===== src/rtl/zq_axi_pkg.sv =====
// Shared AXI response/burst encodings and a constant-width helper for the
// zq AXI adapter blocks.
package zq_axi_pkg;

  localparam logic [1:0] RESP_OKAY   = 2'b00;
  localparam logic [1:0] RESP_EXOKAY = 2'b01;
  localparam logic [1:0] RESP_SLVERR = 2'b10;
  localparam logic [1:0] RESP_DECERR = 2'b11;

  localparam logic [1:0] BURST_FIXED = 2'b00;
  localparam logic [1:0] BURST_INCR  = 2'b01;
  localparam logic [1:0] BURST_WRAP  = 2'b10;

  function automatic int clog2(input int v);
    int r;
    r = 0;
    for (int i = 0; i < 31; i++)
      if ((1 << i) < v) r = i + 1;
    return r;
  endfunction

endpackage


===== src/rtl/zq_id_fifo.sv =====
// Flop-based ID FIFO; exposes both slot indices so the adapter can use the
// write slot as the narrow core ID and check returns against the head slot.
module zq_id_fifo
  import zq_axi_pkg::*;
#(
  parameter int WIDTH = 12,
  parameter int DEPTH = 4,
  localparam int PW   = clog2(DEPTH)
) (
  input  logic             clk,
  input  logic             rst_n,
  input  logic             push_i,
  input  logic [WIDTH-1:0] din_i,
  input  logic             pop_i,
  output logic             full_o,
  output logic             empty_o,
  output logic [WIDTH-1:0] head_o,
  output logic [PW-1:0]    wslot_o,
  output logic [PW-1:0]    rslot_o
);

  logic [PW:0]      wptr_q, wptr_d, rptr_q, rptr_d;
  logic [WIDTH-1:0] mem_q [DEPTH];
  logic             do_push, do_pop;

  // Extra pointer MSB distinguishes full from empty when the slot bits match.
  assign full_o  = (wptr_q[PW] != rptr_q[PW]) && (wptr_q[PW-1:0] == rptr_q[PW-1:0]);
  assign empty_o = (wptr_q == rptr_q);
  assign wslot_o = wptr_q[PW-1:0];
  assign rslot_o = rptr_q[PW-1:0];
  assign head_o  = mem_q[rptr_q[PW-1:0]];

  assign do_push = push_i && !full_o;
  assign do_pop  = pop_i && !empty_o;

  always_comb begin
    wptr_d = wptr_q;
    rptr_d = rptr_q;
    if (do_push) wptr_d = wptr_q + 1'b1;
    if (do_pop)  rptr_d = rptr_q + 1'b1;
  end

  always_ff @(posedge clk or negedge rst_n) begin
    if (!rst_n) begin
      wptr_q <= '0;
      rptr_q <= '0;
    end else begin
      wptr_q <= wptr_d;
      rptr_q <= rptr_d;
    end
  end

  always_ff @(posedge clk) begin
    if (do_push) mem_q[wptr_q[PW-1:0]] <= din_i;
  end

endmodule


===== src/rtl/zq_axi_id_adapter.sv =====
// AXI3 upstream -> core slave adapter: narrows IDs to FIFO slot indices and
// restores them on B/R; gates W on AW credit. ZQ_AXI_ID_CHECK_EN adds o_err.
module zq_axi_id_adapter
  import zq_axi_pkg::*;
#(
  parameter int UP_ID_W  = 12,
  parameter int DN_ID_W  = 8,
  parameter int ADDR_W   = 32,
  parameter int DATA_W   = 32,
  parameter int UP_LEN_W = 4,
  parameter int DN_LEN_W = 5,
  parameter int DEPTH    = 4
) (
  input  logic                clk_core,
  input  logic                rst_x,
  input  logic [UP_ID_W-1:0]  s_awid,
  input  logic [ADDR_W-1:0]   s_awaddr,
  input  logic [UP_LEN_W-1:0] s_awlen,
  input  logic [2:0]          s_awsize,
  input  logic [1:0]          s_awburst,
  input  logic                s_awvalid,
  output logic                s_awready,
  input  logic [UP_ID_W-1:0]  s_wid,
  input  logic [DATA_W-1:0]   s_wdata,
  input  logic [DATA_W/8-1:0] s_wstrb,
  input  logic                s_wlast,
  input  logic                s_wvalid,
  output logic                s_wready,
  output logic [UP_ID_W-1:0]  s_bid,
  output logic [1:0]          s_bresp,
  output logic                s_bvalid,
  input  logic                s_bready,
  input  logic [UP_ID_W-1:0]  s_arid,
  input  logic [ADDR_W-1:0]   s_araddr,
  input  logic [UP_LEN_W-1:0] s_arlen,
  input  logic [2:0]          s_arsize,
  input  logic [1:0]          s_arburst,
  input  logic                s_arvalid,
  output logic                s_arready,
  output logic [UP_ID_W-1:0]  s_rid,
  output logic [DATA_W-1:0]   s_rdata,
  output logic [1:0]          s_rresp,
  output logic                s_rlast,
  output logic                s_rvalid,
  input  logic                s_rready,
  output logic [DN_ID_W-1:0]  m_awid,
  output logic [ADDR_W-1:0]   m_awaddr,
  output logic [DN_LEN_W-1:0] m_awlen,
  output logic [2:0]          m_awsize,
  output logic [1:0]          m_awburst,
  output logic                m_awvalid,
  input  logic                m_awready,
  output logic [DATA_W-1:0]   m_wdata,
  output logic [DATA_W/8-1:0] m_wstrb,
  output logic                m_wlast,
  output logic                m_wvalid,
  input  logic                m_wready,
  input  logic [DN_ID_W-1:0]  m_bid,
  input  logic [1:0]          m_bresp,
  input  logic                m_bvalid,
  output logic                m_bready,
  output logic [DN_ID_W-1:0]  m_arid,
  output logic [ADDR_W-1:0]   m_araddr,
  output logic [DN_LEN_W-1:0] m_arlen,
  output logic [2:0]          m_arsize,
  output logic [1:0]          m_arburst,
  output logic                m_arvalid,
  input  logic                m_arready,
  input  logic [DN_ID_W-1:0]  m_rid,
  input  logic [DATA_W-1:0]   m_rdata,
  input  logic [1:0]          m_rresp,
  input  logic                m_rlast,
  input  logic                m_rvalid,
  output logic                m_rready
`ifdef ZQ_AXI_ID_CHECK_EN
  ,output logic               o_err
`endif
);

  localparam int PW = clog2(DEPTH);

  logic               wf_full, wf_empty, rf_full, rf_empty;
  logic [UP_ID_W-1:0] wf_head, rf_head;
  logic [PW-1:0]      wf_wslot, wf_rslot, rf_wslot, rf_rslot;
  logic               aw_hs, wl_hs, b_hs, ar_hs, r_hs, rl_hs;
  logic [PW:0]        credit_q, credit_d;

  // ---------------- write side ----------------
  assign m_awvalid = s_awvalid & ~wf_full;
  assign s_awready = m_awready & ~wf_full;
  assign aw_hs     = s_awvalid & s_awready;
  assign m_awid    = DN_ID_W'(wf_wslot);
  assign m_awlen   = DN_LEN_W'(s_awlen);
  assign m_awaddr  = s_awaddr;
  assign m_awsize  = s_awsize;
  assign m_awburst = s_awburst;

  // Credit counts AWs whose W burst has not yet seen wlast.
  assign m_wvalid = s_wvalid & (credit_q != '0);
  assign s_wready = m_wready & (credit_q != '0);
  assign wl_hs    = s_wvalid & s_wready & s_wlast;
  assign m_wdata  = s_wdata;
  assign m_wstrb  = s_wstrb;
  assign m_wlast  = s_wlast;

  always_comb begin
    credit_d = credit_q;
    case ({aw_hs, wl_hs})
      2'b10:   credit_d = credit_q + 1'b1;
      2'b01:   credit_d = credit_q - 1'b1;
      default: credit_d = credit_q;
    endcase
  end

  always_ff @(posedge clk_core or negedge rst_x) begin
    if (!rst_x) credit_q <= '0;
    else        credit_q <= credit_d;
  end

  assign s_bvalid = m_bvalid & ~wf_empty;
  assign m_bready = s_bready & ~wf_empty;
  assign b_hs     = m_bvalid & m_bready;
  assign s_bid    = wf_head;

  zq_id_fifo #(.WIDTH(UP_ID_W), .DEPTH(DEPTH)) u_wfifo (
    .clk(clk_core), .rst_n(rst_x), .push_i(aw_hs), .din_i(s_awid), .pop_i(b_hs),
    .full_o(wf_full), .empty_o(wf_empty), .head_o(wf_head),
    .wslot_o(wf_wslot), .rslot_o(wf_rslot)
  );

  // ---------------- read side ----------------
  assign m_arvalid = s_arvalid & ~rf_full;
  assign s_arready = m_arready & ~rf_full;
  assign ar_hs     = s_arvalid & s_arready;
  assign m_arid    = DN_ID_W'(rf_wslot);
  assign m_arlen   = DN_LEN_W'(s_arlen);
  assign m_araddr  = s_araddr;
  assign m_arsize  = s_arsize;
  assign m_arburst = s_arburst;

  assign s_rvalid = m_rvalid & ~rf_empty;
  assign m_rready = s_rready & ~rf_empty;
  assign r_hs     = m_rvalid & m_rready;
  assign rl_hs    = r_hs & m_rlast;
  assign s_rid    = rf_head;
  assign s_rdata  = m_rdata;
  assign s_rlast  = m_rlast;

  zq_id_fifo #(.WIDTH(UP_ID_W), .DEPTH(DEPTH)) u_rfifo (
    .clk(clk_core), .rst_n(rst_x), .push_i(ar_hs), .din_i(s_arid), .pop_i(rl_hs),
    .full_o(rf_full), .empty_o(rf_empty), .head_o(rf_head),
    .wslot_o(rf_wslot), .rslot_o(rf_rslot)
  );

  logic unused_wid;
  assign unused_wid = ^s_wid;

`ifdef ZQ_AXI_ID_CHECK_EN
  logic b_mis, r_mis, err_q;

  // Returned core IDs must equal the slot at the head of their FIFO.
  assign b_mis   = (m_bid != DN_ID_W'(wf_rslot));
  assign r_mis   = (m_rid != DN_ID_W'(rf_rslot));
  assign s_bresp = b_mis ? RESP_SLVERR : m_bresp;
  assign s_rresp = r_mis ? RESP_SLVERR : m_rresp;
  assign o_err   = err_q;

  always_ff @(posedge clk_core or negedge rst_x) begin
    if (!rst_x)                                err_q <= 1'b0;
    else if ((b_hs & b_mis) | (r_hs & r_mis))  err_q <= 1'b1;
  end
`else
  logic unused_ids;
  assign unused_ids = ^{m_bid, m_rid, wf_rslot, rf_rslot};
  assign s_bresp    = m_bresp;
  assign s_rresp    = m_rresp;
`endif

endmodule


===== config.mk =====
export PLATFORM = sky130hd
export DESIGN_NAME = zq_axi_id_adapter
export DESIGN_NICKNAME = d
export VERILOG_FILES = /design/src/rtl/zq_axi_pkg.sv /design/src/rtl/zq_id_fifo.sv /design/src/rtl/zq_axi_id_adapter.sv
export SDC_FILE = /design/constraint.sdc
export NUM_CORES = 1
export LEC_CHECK = 0
export BUFFER_PORTS_ARGS = -buffer_cell sky130_fd_sc_hd__buf_2
export CAP_MARGIN = 0
export CORE_AREA = 2 2 168 170
export CTS_BUF_LIST = sky130_fd_sc_hd__clkbuf_8 sky130_fd_sc_hd__clkbuf_16
export CTS_CLUSTER_DIAMETER = 150
export DETAILED_ROUTE_END_ITERATION = 8
export DIE_AREA = 0 0 170 172
export GPL_ROUTABILITY_DRIVEN = 1
export SLEW_MARGIN = 40
export SYNTH_ARGS = -nofsm -noshare
export SYNTH_HDL_FRONTEND = slang
export SYNTH_HIERARCHICAL = 1
export SYNTH_SLANG_ARGS = --single-unit
export TNS_END_PERCENT = 30

===== constraint.sdc =====
create_clock -name clk_core -period 2.5 [get_ports clk_core]
set_input_delay 0.125 -clock clk_core [delete_from_list [all_inputs] [get_ports clk_core]]
set_output_delay 0.125 -clock clk_core [all_outputs]
set_load 0.005 [all_outputs]

### Yosys cells after proc, flatten, opt, wreduce, memory -nomap -nowiden

Memory sizes are Yosys's and may differ from the RTL's.
Cells that the tools add are included.

* memories: 2
* memory bits (writable): 96
* output and inout bits: 208
* register bits after elaboration: 15

Memory list
* u_rfifo.mem_q: depth 4, bits a word 12, rd ports 1, clocked after Yosys merged registers in 0, wr ports 1, RTL line zq_id_fifo.sv:23 `logic [WIDTH-1:0] mem_q [DEPTH];`
* u_wfifo.mem_q: depth 4, bits a word 12, rd ports 1, clocked after Yosys merged registers in 0, wr ports 1, RTL line zq_id_fifo.sv:23

* $add $sub $neg: 6
* muxes and demuxes: 5
* equal/unequal tests: 8
* bitwise operators: 21
* reduce and logical (&&, ||, !) cells: 12

Operators with widths (number)
* AND 1 bit: 17
* adder 3 x 1 -> 3 bit, second input constant: 5
* equality test 3 bit: 2
* logical AND 1 bit: 6
* case mux 3 bit (2 select lines): 1
* equality test 2 bit: 2
* zero test 1 bit: 4
* 2-to-1 mux 1 bit: 4
* NOT 1 bit: 4
* nonzero test 3 bit: 1
* subtractor 3 x 1 -> 3 bit, second input constant: 1
* equality test 2 x 1 -> 1 bit, second input constant: 1
* equality test 2 bit, second input constant: 1
* != test 1 bit: 2
* nonzero test 2 bit: 1

### Depth between registers and ports, before layout

* depth in word-level cells: 8
* mapped depth: 12

### Modules after synthesis

The synthesis kept the hierarchy.

By module, submodules not included
* zq_id_fifo (u_wfifo): area each 2262.2 um^2, cells each 116, times used 1
* zq_id_fifo (u_rfifo): area each 2234.6 um^2, cells each 116, times used 1
* zq_axi_id_adapter: area each 1549.0 um^2, cells each 201, times used 1

### Worst setup path after synthesis

Ideal clock, no wire load.

* kind: register to register
* start: reg u_wfifo.rptr_q[0]
* end: reg credit_q[2]
* slack: 0.220 ns
* path buffers: 1
* stages on the path, launching flop included: 13
* data arrival time: 2.201 ns
* period minus slack after synthesis: 2.280 ns
* cells stage by stage: dfrtp_1 buf_6 xnor2_1 nand3_2 inv_1 nor2b_1 nand2_1 ha_1 inv_1 fa_1 xor2_1 nor2_1 xor2_1

* cells in the longest elaborated chain, start to end: 7
* elaborated cells between the ends (all ways): 9
* classes of those cells: eq/ne: 3; mux: 1; bitwise: 3; reduce/logical: 2

RTL lines
* from (decl): RTL line zq_id_fifo.sv:22 `logic [PW:0] wptr_q, wptr_d, rptr_q, rptr_d;`
* from (signal assigned): RTL line zq_id_fifo.sv:49 `rptr_q <= rptr_d;`
* equality test 2 bit (*): RTL line zq_id_fifo.sv:27 `assign full_o = (wptr_q[PW] != rptr_q[PW]) && (wptr_q[PW-1:0] == rptr_q[PW-1:0]);`
* logical AND 1 bit (*): RTL line zq_id_fifo.sv:27
* via wf_full: RTL line zq_axi_id_adapter.sv:82 `logic wf_full, wf_empty, rf_full, rf_empty;`
* NOT 1 bit (*): RTL line zq_axi_id_adapter.sv:90 `assign s_awready = m_awready & ~wf_full;`
* AND 1 bit (*): RTL line zq_axi_id_adapter.sv:90
* AND 1 bit (*): RTL line zq_axi_id_adapter.sv:91 `assign aw_hs = s_awvalid & s_awready;`
* equality test 2 x 1 -> 1 bit or equality test 2 bit (tied branches): RTL line zq_axi_id_adapter.sv:108 `case ({aw_hs, wl_hs})`
* case mux 3 bit (2 select lines) or nonzero test 2 bit (tied branches)
* to (signal assigned): RTL line zq_axi_id_adapter.sv:117 `else credit_q <= credit_d;`
* to (decl): RTL line zq_axi_id_adapter.sv:86 `logic [PW:0] credit_q, credit_d;`

The timed path passes the listed nets; every way through them passes the cells marked *.
A chain may end at the register's enable or synchronous reset.

### Worst setup path after layout

Ends and elaborated chain as after synthesis.

==> metrics.cfg <==
[timing]
post-route-period-util_pct=88.41
skew_ns=0.01373
slew_violations=0
min_period_ns=2.210
fin_hold_ws_ns=0.2204
fmax_mhz=452.4
finalSetupViolCount=0
fin_ws_ns=0.2896
fin_tns_setup_ns=0
rsz0062_at_grt=no
hold_viol=0

[setup_path]
startpoint_type=flip-flop
cp_top_family=XOR/XNOR gates
cp.buffers_inverters=2
crit_type=reg -> reg
cp_slowest_cell=dfrtp_1
critPathCaptureType=flip-flop
crit_arrival_ns=2.48
r2r_setup_slack_ns=0.29
critPathMaxStageDelay_ns=0.39
reg2reg_to=credit_q[2]$_DFFE_PN0P_
worst-r2r-cell-count=11
required_ns=2.77
path_cells=xnor2_1 > nand3_2 > inv_1 > nor2b_1 > nand2_1 > ha_1 > inv_1 > fa_1 > xor2_1 > nor2_1 > xor2_1
path_max_fanout=4
reg2reg_from=u_wfifo/rptr_q[0]$_DFFE_PN0P_

[run]
maxCapViolations=0

[placed_design]
io_buffers=77
place_congestion=0.7203
pre_cts_ws_ns=0.3158
hpwl_um=11590
dp_cells=706

[synthesis]
syn_avg_cell_area_sq_um=14.02
synth_cells=429
syn_area_sq_um=6016
yosysWarnings=6

[drt]
num_vias=2849
drtIter0Drc=150
routed_wl_um=14940
drc=0
drt_pass1_iterations=4
ant_nets=0
post_drt_wl_per_cell_um=19.94
vias_per_cell=3.804

[clocking]
cts_hold_buf=25
clk_pin_slew_ns=0.08
post_cts_buffers=0
cts.repair.resized=0
cts_tree=done
cts_sinks=111
htreeDepth=3
numCtsBuffers=9
clock_latency_ns=0.36
root_buffer=clkbuf_16
clockBufferDepth=2

[floorplan]
io_pins=428
rows=61
core_area_sq_um=27480
die_h_um=172
fp.dieW_um=170
dieArea_sq_um=29240
initial_core_util_pct=21.89

[global_route]
grt_pass1_vias=2907
grt_usage_pct=9.722
antenna_found_initial=2
grt.overflow.total=0
grt_pass1_wl_um=19930
grt_max_degree=21

[final_layout]
nets=628
final_cells=749
area_growth_syn_to_layout_pct=4.035
drive_gt1_share_pct=37.91

[pwr]
power_frac_clock_pct=22.1
switching_share_pct=34.26
power.density_nw_per_um2=1028
internal_power_mw=4.231
p_seq_share_pct=38.5
p_switching_mw=2.205
p_leak_nw=2.307
power_frac_comb_pct=39.4
peakVddDrop_mv=0.6573

[min_path]
hp-class=in -> async

[status]
status=finished clean

-- layer usage --
layer  routed length, um  global-route usage, %
met5                  64                  1.739
met1                4587                  8.524
met2                7694                  17.39
met3                1925                  5.379
met4                 666                  5.500
-- cell type report --
cell class | instances | area [sq um]
Tap cell | 346 | 432.9
Antenna cell | 2 | 5.005
Sequential cell | 111 | 3258
Clock inverter | 7 | 66.31
Multi-Input combinational cell | 137 | 1405
Inverter | 12 | 45.04
Fill cell | 2868 | 21220
Timing Repair Buffer | 125 | 820.8
Clock buffer | 9 | 225.2
-- through the flow --
step	area [sq um]	utilization, %	total power [mW]
2_1_floorplan	6065	-	4.359
3_3_place_gp	5712	20.79	5.070
3_5_place_dp	5712	20.79	5.068
4_1_cts	6254	22.76	6.568
5_1_grt	6256	22.77	6.852
6_report	6259	22.78	6.436
-- worst max-delay path by stage --
stage	from	endpoint	slack (ns)	cells past startpoint
2_1_floorplan	u_wfifo/rptr_q[0]$_DFFE_PN0P_	credit_q[2]$_DFFE_PN0P_	0.24	12
3_3_place_gp	u_wfifo/rptr_q[0]$_DFFE_PN0P_	credit_q[2]$_DFFE_PN0P_	0.33	11
3_5_place_dp	u_rfifo/wptr_q[2]$_DFFE_PN0P_	u_rfifo/mem_q[3][8]$_DFFE_PP_	0.32	8
4_1_cts	u_wfifo/rptr_q[0]$_DFFE_PN0P_	credit_q[2]$_DFFE_PN0P_	0.29	11
5_1_grt	u_rfifo/wptr_q[2]$_DFFE_PN0P_	u_rfifo/mem_q[3][9]$_DFFE_PP_	0.12	8
6_report	u_wfifo/rptr_q[0]$_DFFE_PN0P_	credit_q[2]$_DFFE_PN0P_	0.29	11
-- state kept, by name, summed over array words and instances (netlist names) --
| name | cells |
|---|---|
| credit_q | 3 |
| u_rfifo/mem_q | 48 |
| u_rfifo/rptr_q | 3 |
| u_rfifo/wptr_q | 3 |
| u_wfifo/mem_q | 48 |
| u_wfifo/rptr_q | 3 |
| u_wfifo/wptr_q | 3 |
-- layout by cell type, fill, tap and decap left out, types with 11 or more instances in the layout --
cell type      instances
dlygate4sd3_1         25
conb_1                14
edfxtp_1              96
buf_4                 22
xnor2_1               11
ha_1                  11
dfrtp_1               15
buf_2                 77
inv_1                 13
mux4_2                24
-- power groups by stage --
stage	registers, mW	clock network, mW	logic, mW
global placement	2.51	0	2.56
finish	2.48	1.42	2.54
CTS	2.48	1.49	2.60
global route	2.51	1.54	2.80
floorplan	2.53	0	1.83
detailed placement	2.52	0	2.55
Power figures use the tool's default switching activity.
